==> config.mk <==
export PLATFORM = sky130hd
export DESIGN_NAME = cpu_rom_fetch
export DESIGN_NICKNAME = d
export VERILOG_FILES = /design/src/rtl/cpu_rom_fetch.sv
export SDC_FILE = /design/constraint.sdc
export NUM_CORES = 1
export LEC_CHECK = 0
export BUFFER_PORTS_ARGS = -buffer_cell sky130_fd_sc_hd__buf_2
export CORE_MARGIN = 4
export CORE_UTILIZATION = 55
export DETAILED_ROUTE_END_ITERATION = 16
export PLACE_DENSITY = 0.87
export SYNTH_ARGS = -nofsm -noshare
export SYNTH_HDL_FRONTEND = slang
export SYNTH_SLANG_ARGS = --single-unit
export TNS_END_PERCENT = 50
==> constraint.sdc <==
create_clock -name clk -period 3 [get_ports clk]
set_input_delay 0.45 -clock clk [delete_from_list [all_inputs] [get_ports clk]]
set_output_delay 0.45 -clock clk [all_outputs]
set_load 0.01 [all_outputs]
==> src/rtl/cpu_rom_fetch.sv <==
// CPU ROM fetch unit: one-entry 64-bit line buffer in front of SDRAM,
// returning the addressed 16-bit word to the CPU with a ready pulse.
module cpu_rom_fetch #(
    parameter logic [24:0] SDR_BASE = 25'h000000
) (
    input  logic        clk,
    input  logic        reset,
    input  logic        read_strobe,
    input  logic        cpu_rom_memrq,
    input  logic [19:0] rom_addr,
    input  logic        flush,
    output logic [15:0] cpu_rdata,
    output logic        cpu_ready,
    output logic        sdr_req,
    output logic [24:0] sdr_addr,
    input  logic        sdr_ack,
    input  logic [63:0] sdr_data
);

    localparam logic [1:0] ST_IDLE  = 2'd0;
    localparam logic [1:0] ST_FETCH = 2'd1;
    localparam logic [1:0] ST_RESP  = 2'd2;

    logic [1:0]  state_q, state_d;
    logic        valid_q, valid_d;
    logic [16:0] tag_q, tag_d;
    logic [63:0] line_q, line_d;
    logic [19:0] addr_q, addr_d;
    logic        flush_seen_q, flush_seen_d;
    logic [15:0] cpu_rdata_q, cpu_rdata_d;
    logic        cpu_ready_q, cpu_ready_d;
    logic        sdr_req_q, sdr_req_d;
    logic [24:0] sdr_addr_q, sdr_addr_d;

    logic        accept_s;
    logic        hit_s;

    function automatic logic [15:0] word_sel(input logic [63:0] line, input logic [1:0] sel);
        case (sel)
            2'd0:    word_sel = line[15:0];
            2'd1:    word_sel = line[31:16];
            2'd2:    word_sel = line[47:32];
            2'd3:    word_sel = line[63:48];
            default: word_sel = line[15:0];
        endcase
    endfunction

    assign accept_s = read_strobe & cpu_rom_memrq;
    // A flush coinciding with the strobe forces a miss.
    assign hit_s    = valid_q & (tag_q == rom_addr[19:3]) & ~flush;

    // Next-state and datapath logic for the fetch FSM.
    always_comb begin
        state_d      = state_q;
        valid_d      = valid_q;
        tag_d        = tag_q;
        line_d       = line_q;
        addr_d       = addr_q;
        flush_seen_d = flush_seen_q;
        cpu_rdata_d  = cpu_rdata_q;
        cpu_ready_d  = 1'b0;
        sdr_req_d    = sdr_req_q;
        sdr_addr_d   = sdr_addr_q;
        case (state_q)
            ST_IDLE: begin
                if (flush) begin
                    valid_d = 1'b0;
                end else begin
                    valid_d = valid_q;
                end
                if (accept_s) begin
                    addr_d = rom_addr;
                    if (hit_s) begin
                        state_d     = ST_RESP;
                        cpu_ready_d = 1'b1;
                        cpu_rdata_d = word_sel(line_q, rom_addr[2:1]);
                    end else begin
                        state_d      = ST_FETCH;
                        sdr_req_d    = 1'b1;
                        sdr_addr_d   = SDR_BASE + {5'b00000, rom_addr[19:3], 3'b000};
                        flush_seen_d = 1'b0;
                    end
                end else begin
                    state_d = ST_IDLE;
                end
            end
            ST_FETCH: begin
                if (sdr_ack) begin
                    line_d      = sdr_data;
                    tag_d       = addr_q[19:3];
                    valid_d     = ~(flush_seen_q | flush);
                    sdr_req_d   = 1'b0;
                    cpu_ready_d = 1'b1;
                    cpu_rdata_d = word_sel(sdr_data, addr_q[2:1]);
                    state_d     = ST_RESP;
                end else if (flush) begin
                    flush_seen_d = 1'b1;
                end else begin
                    flush_seen_d = flush_seen_q;
                end
            end
            ST_RESP: begin
                state_d = ST_IDLE;
                if (flush) begin
                    valid_d = 1'b0;
                end else begin
                    valid_d = valid_q;
                end
            end
            default: begin
                state_d   = ST_IDLE;
                sdr_req_d = 1'b0;
            end
        endcase
    end

    // State and output registers with synchronous reset.
    always_ff @(posedge clk) begin
        if (reset) begin
            state_q      <= ST_IDLE;
            valid_q      <= 1'b0;
            tag_q        <= 17'd0;
            line_q       <= 64'd0;
            addr_q       <= 20'd0;
            flush_seen_q <= 1'b0;
            cpu_rdata_q  <= 16'h0000;
            cpu_ready_q  <= 1'b0;
            sdr_req_q    <= 1'b0;
            sdr_addr_q   <= SDR_BASE;
        end else begin
            state_q      <= state_d;
            valid_q      <= valid_d;
            tag_q        <= tag_d;
            line_q       <= line_d;
            addr_q       <= addr_d;
            flush_seen_q <= flush_seen_d;
            cpu_rdata_q  <= cpu_rdata_d;
            cpu_ready_q  <= cpu_ready_d;
            sdr_req_q    <= sdr_req_d;
            sdr_addr_q   <= sdr_addr_d;
        end
    end

    assign cpu_rdata = cpu_rdata_q;
    assign cpu_ready = cpu_ready_q;
    assign sdr_req   = sdr_req_q;
    assign sdr_addr  = sdr_addr_q;

endmodule

==> impl_metrics.py <==
metrics = {
    "outcome": {
        "outcome": "finished clean",
    },
    "clock_tree": {
        "clkSinkCount": 139,
        "clk_pin_slew_ns": 0.06,
        "clock_latency_ns": 0.41,
        "clk_path_buf_depth": 2,
        "hold_buffers": 0,
        "cts_buffers": 17,
        "cts-root-buf": "clkbuf_16",
        "cts_tree": "built",
        "htree_levels": 4,
        "cts_resized": 0,
        "post_cts_buffers": 0,
    },
    "die": {
        "row_count": 38,
        "core_um2": 11000,
        "die_x_um": 115,
        "die_h_um": 115,
        "floorplan.initialDensity": 0.569,
        "die_area_um2": 13100,
        "ioPinCount": 133,
    },
    "placed_design": {
        "place_hpwl_um": 10000,
        "preCtsSetupSlack_ns": 0.518,
        "place.port_buffers": 123,
        "dp.cells": 935,
        "finalWeightedCongestion": 0.803,
        "place_area_um2": 6940,
    },
    "detailed_routing": {
        "drtPass1Iterations": 5,
        "vias": 5275,
        "antenna_left": 0,
        "drt_iter0_drc": 341,
        "drcViolationCount": 0,
        "wire_per_inst_um": 15.6,
        "vias_per_cell": 5.46,
        "routed_wl_um": 15000,
    },
    "min_path": {
        "hp-class": "input port to flop",
    },
    "yosys": {
        "syn-mean-instance-area_um2": 8.75,
        "synthCells": 715,
        "synthTopCellsByCount": "nand2_1, dfxtp_1, a21oi_1",
        "synthFlopType": "dfxtp_1",
        "yosys.cell_count.top_type": "nand2_1",
        "synth_top_area_frac": 0.445,
        "synth_edf_count": 0,
        "synthesis.area_um2": 6250,
        "async_flop_share": 0,
        "ys_warn_count": 0,
        "synth_seq_cells": 139,
        "yosysSeqAreaShare": 0.445,
        "ys_types": 31,
        "yosys-top-cells-area": "dfxtp_1, nand2_1, mux4_2, a21oi_1, nand2b_1",
        "synth_area_leader_cell": "dfxtp_1",
    },
    "sta": {
        "maxSlewViolCount": 0,
        "fmax_ghz": 0.448,
        "final-setup-viol-count": 0,
        "hold_viol_final": 0,
        "tightest_slew_ns": 0.871,
        "rsz0062_at_grt": "false",
        "period_share": 0.744,
        "period_minus_slack_ns": 2.23,
        "clock_skew_ns": 0.00811,
        "fin_ws_ns": 0.767,
        "fin_setup_tns_ns": 0,
        "relSlewSlack": 0.419,
    },
    "setup_path": {
        "start_kind": "flop",
        "r2r_cells": 6,
        "crit_fanout": 18,
        "regToRegSetupSlack_ns": 0.77,
        "crit_start": "tag_q[14]$_SDFFE_PP0P_",
        "end_kind": "flop",
        "crit_arrival_ns": 2.53,
        "crit_type": "flop to flop",
        "crit_end": "sdr_req$_SDFFE_PP0P_",
        "reg2reg_from": "tag_q[14]$_SDFFE_PP0P_",
        "required_ns": 3.30,
        "r2r-end": "sdr_req$_SDFFE_PP0P_",
    },
    "global_routing": {
        "overflow": 0,
        "antenna_found_initial": 0,
        "grt_use_total": 0.232,
        "grt_max_degree": 84,
        "grt_pass1_wl_um": 24000,
        "grt_pass1_vias": 4899,
    },
    "flow_run": {
        "drv_cap": 0,
    },
    "final_layout": {
        "design_area_um2": 7550,
        "area_growth_syn_to_layout_pct": 20.8,
        "num-nets-final": 904,
        "instances_no_fill": 967,
        "layout-drive-gt1-share": 0.268,
        "antenna_cells": 0,
        "nFillCells": 822,
    },
    "power_and_ir_drop": {
        "p_leak_nw": 2.91,
        "ir_worst_vdd_mv": 0.426,
        "pwr_density_cell_nw_per_um2": 593,
    },
}
-- metal layers --
layer  share of wire  GRT usage
met2            0.47      0.358
met5               0          0
met4           0.020     0.0808
met1            0.43      0.321
met3           0.077     0.0544
-- worst min path at each step --
stage / from / endpoint / slack, ns / cells after the start
detailed placement: addr_q[9]$_SDFFE_PP0P_ / tag_q[6]$_SDFFE_PP0P_ / 0.44 / 2
finish: sdr_data[27] / line_q[27]$_SDFFE_PP0P_ / 0.29 / 3
CTS: sdr_data[59] / line_q[59]$_SDFFE_PP0P_ / 0.27 / 3
global placement: addr_q[10]$_SDFFE_PP0P_ / tag_q[7]$_SDFFE_PP0P_ / 0.44 / 2
global route: sdr_data[56] / line_q[56]$_SDFFE_PP0P_ / 0.28 / 3
floorplan: addr_q[3]$_SDFFE_PP0P_ / tag_q[0]$_SDFFE_PP0P_ / 0.43 / 2
-- cell type report --
type	instances	area, µm²	share of cell area
clock buffer	19	453	0.0600
tap	140	175	0.0232
clock inverter	13	166	0.0220
sequential	139	2780	0.368
multi-input combinational	519	3220	0.426
timing repair buffer	137	761	0.101
-- worst max-delay path, stage by stage, from the launching register on --
cell,delay [ns]
dfxtp_1,0.33
xor2_1,0.14
nor4_1,0.36
nand3_1,0.29
o41a_1,0.52
buf_4,0.25
o21ba_2,0.23
-- cell usage in the layout (no fill, tap or decap), types with 3 or more instances in the layout --
| master | instances |
|---|---|
| nand2_1 | 233 |
| dfxtp_1 | 139 |
| buf_2 | 122 |
| a21oi_1 | 117 |
| nand2b_1 | 37 |
| mux4_2 | 32 |
| nor2b_1 | 17 |
| mux2i_1 | 17 |
| clkbuf_16 | 17 |
| mux2_2 | 16 |
| xor2_1 | 13 |
| buf_4 | 12 |
| conb_1 | 8 |
| xnor2_1 | 4 |
| nor2_1 | 3 |
| nor4_1 | 3 |
| bufinv_16 | 3 |
| clkinvlp_4 | 3 |
| clkinv_4 | 3 |
| buf_12 | 3 |
-- metrics by stage --
stage / util / hold WS, ns / power, mW
finish: 0.688 / 0.286 / 4.48
global route: 0.688 / 0.278 / 4.64
CTS: 0.688 / 0.273 / 4.51
detailed placement: 0.631 / 0.442 / 2.37
global placement: 0.631 / 0.436 / 2.36
floorplan: - / 0.432 / 2.22
-- kinds of logic after synthesis --
group,Yosys count,synth area share
compound gates,124,0.104
xor+xnor,17,0.0238
buf+inv,64,0.0456
flops,139,0.445
mux,65,0.171
other cells,1,0.000600
simple gates,305,0.210
-- power breakdown --
part	switching, mW	leakage [nW]	total [mW]	internal, mW
sequential	0.0278	1.13	1.93	1.90
combinational	0.226	1.49	0.405	0.179
clock	0.794	0.296	2.15	1.36
-- state kept, by name (all words and copies together), names as in the netlist --
register	count
flush_seen_q	1
cpu_ready	1
addr_q	19
tag_q	17
sdr_req	1
valid_q	1
cpu_rdata	16
sdr_addr	17
line_q	64
state_q	2
(Power assumes the default switching activity.)
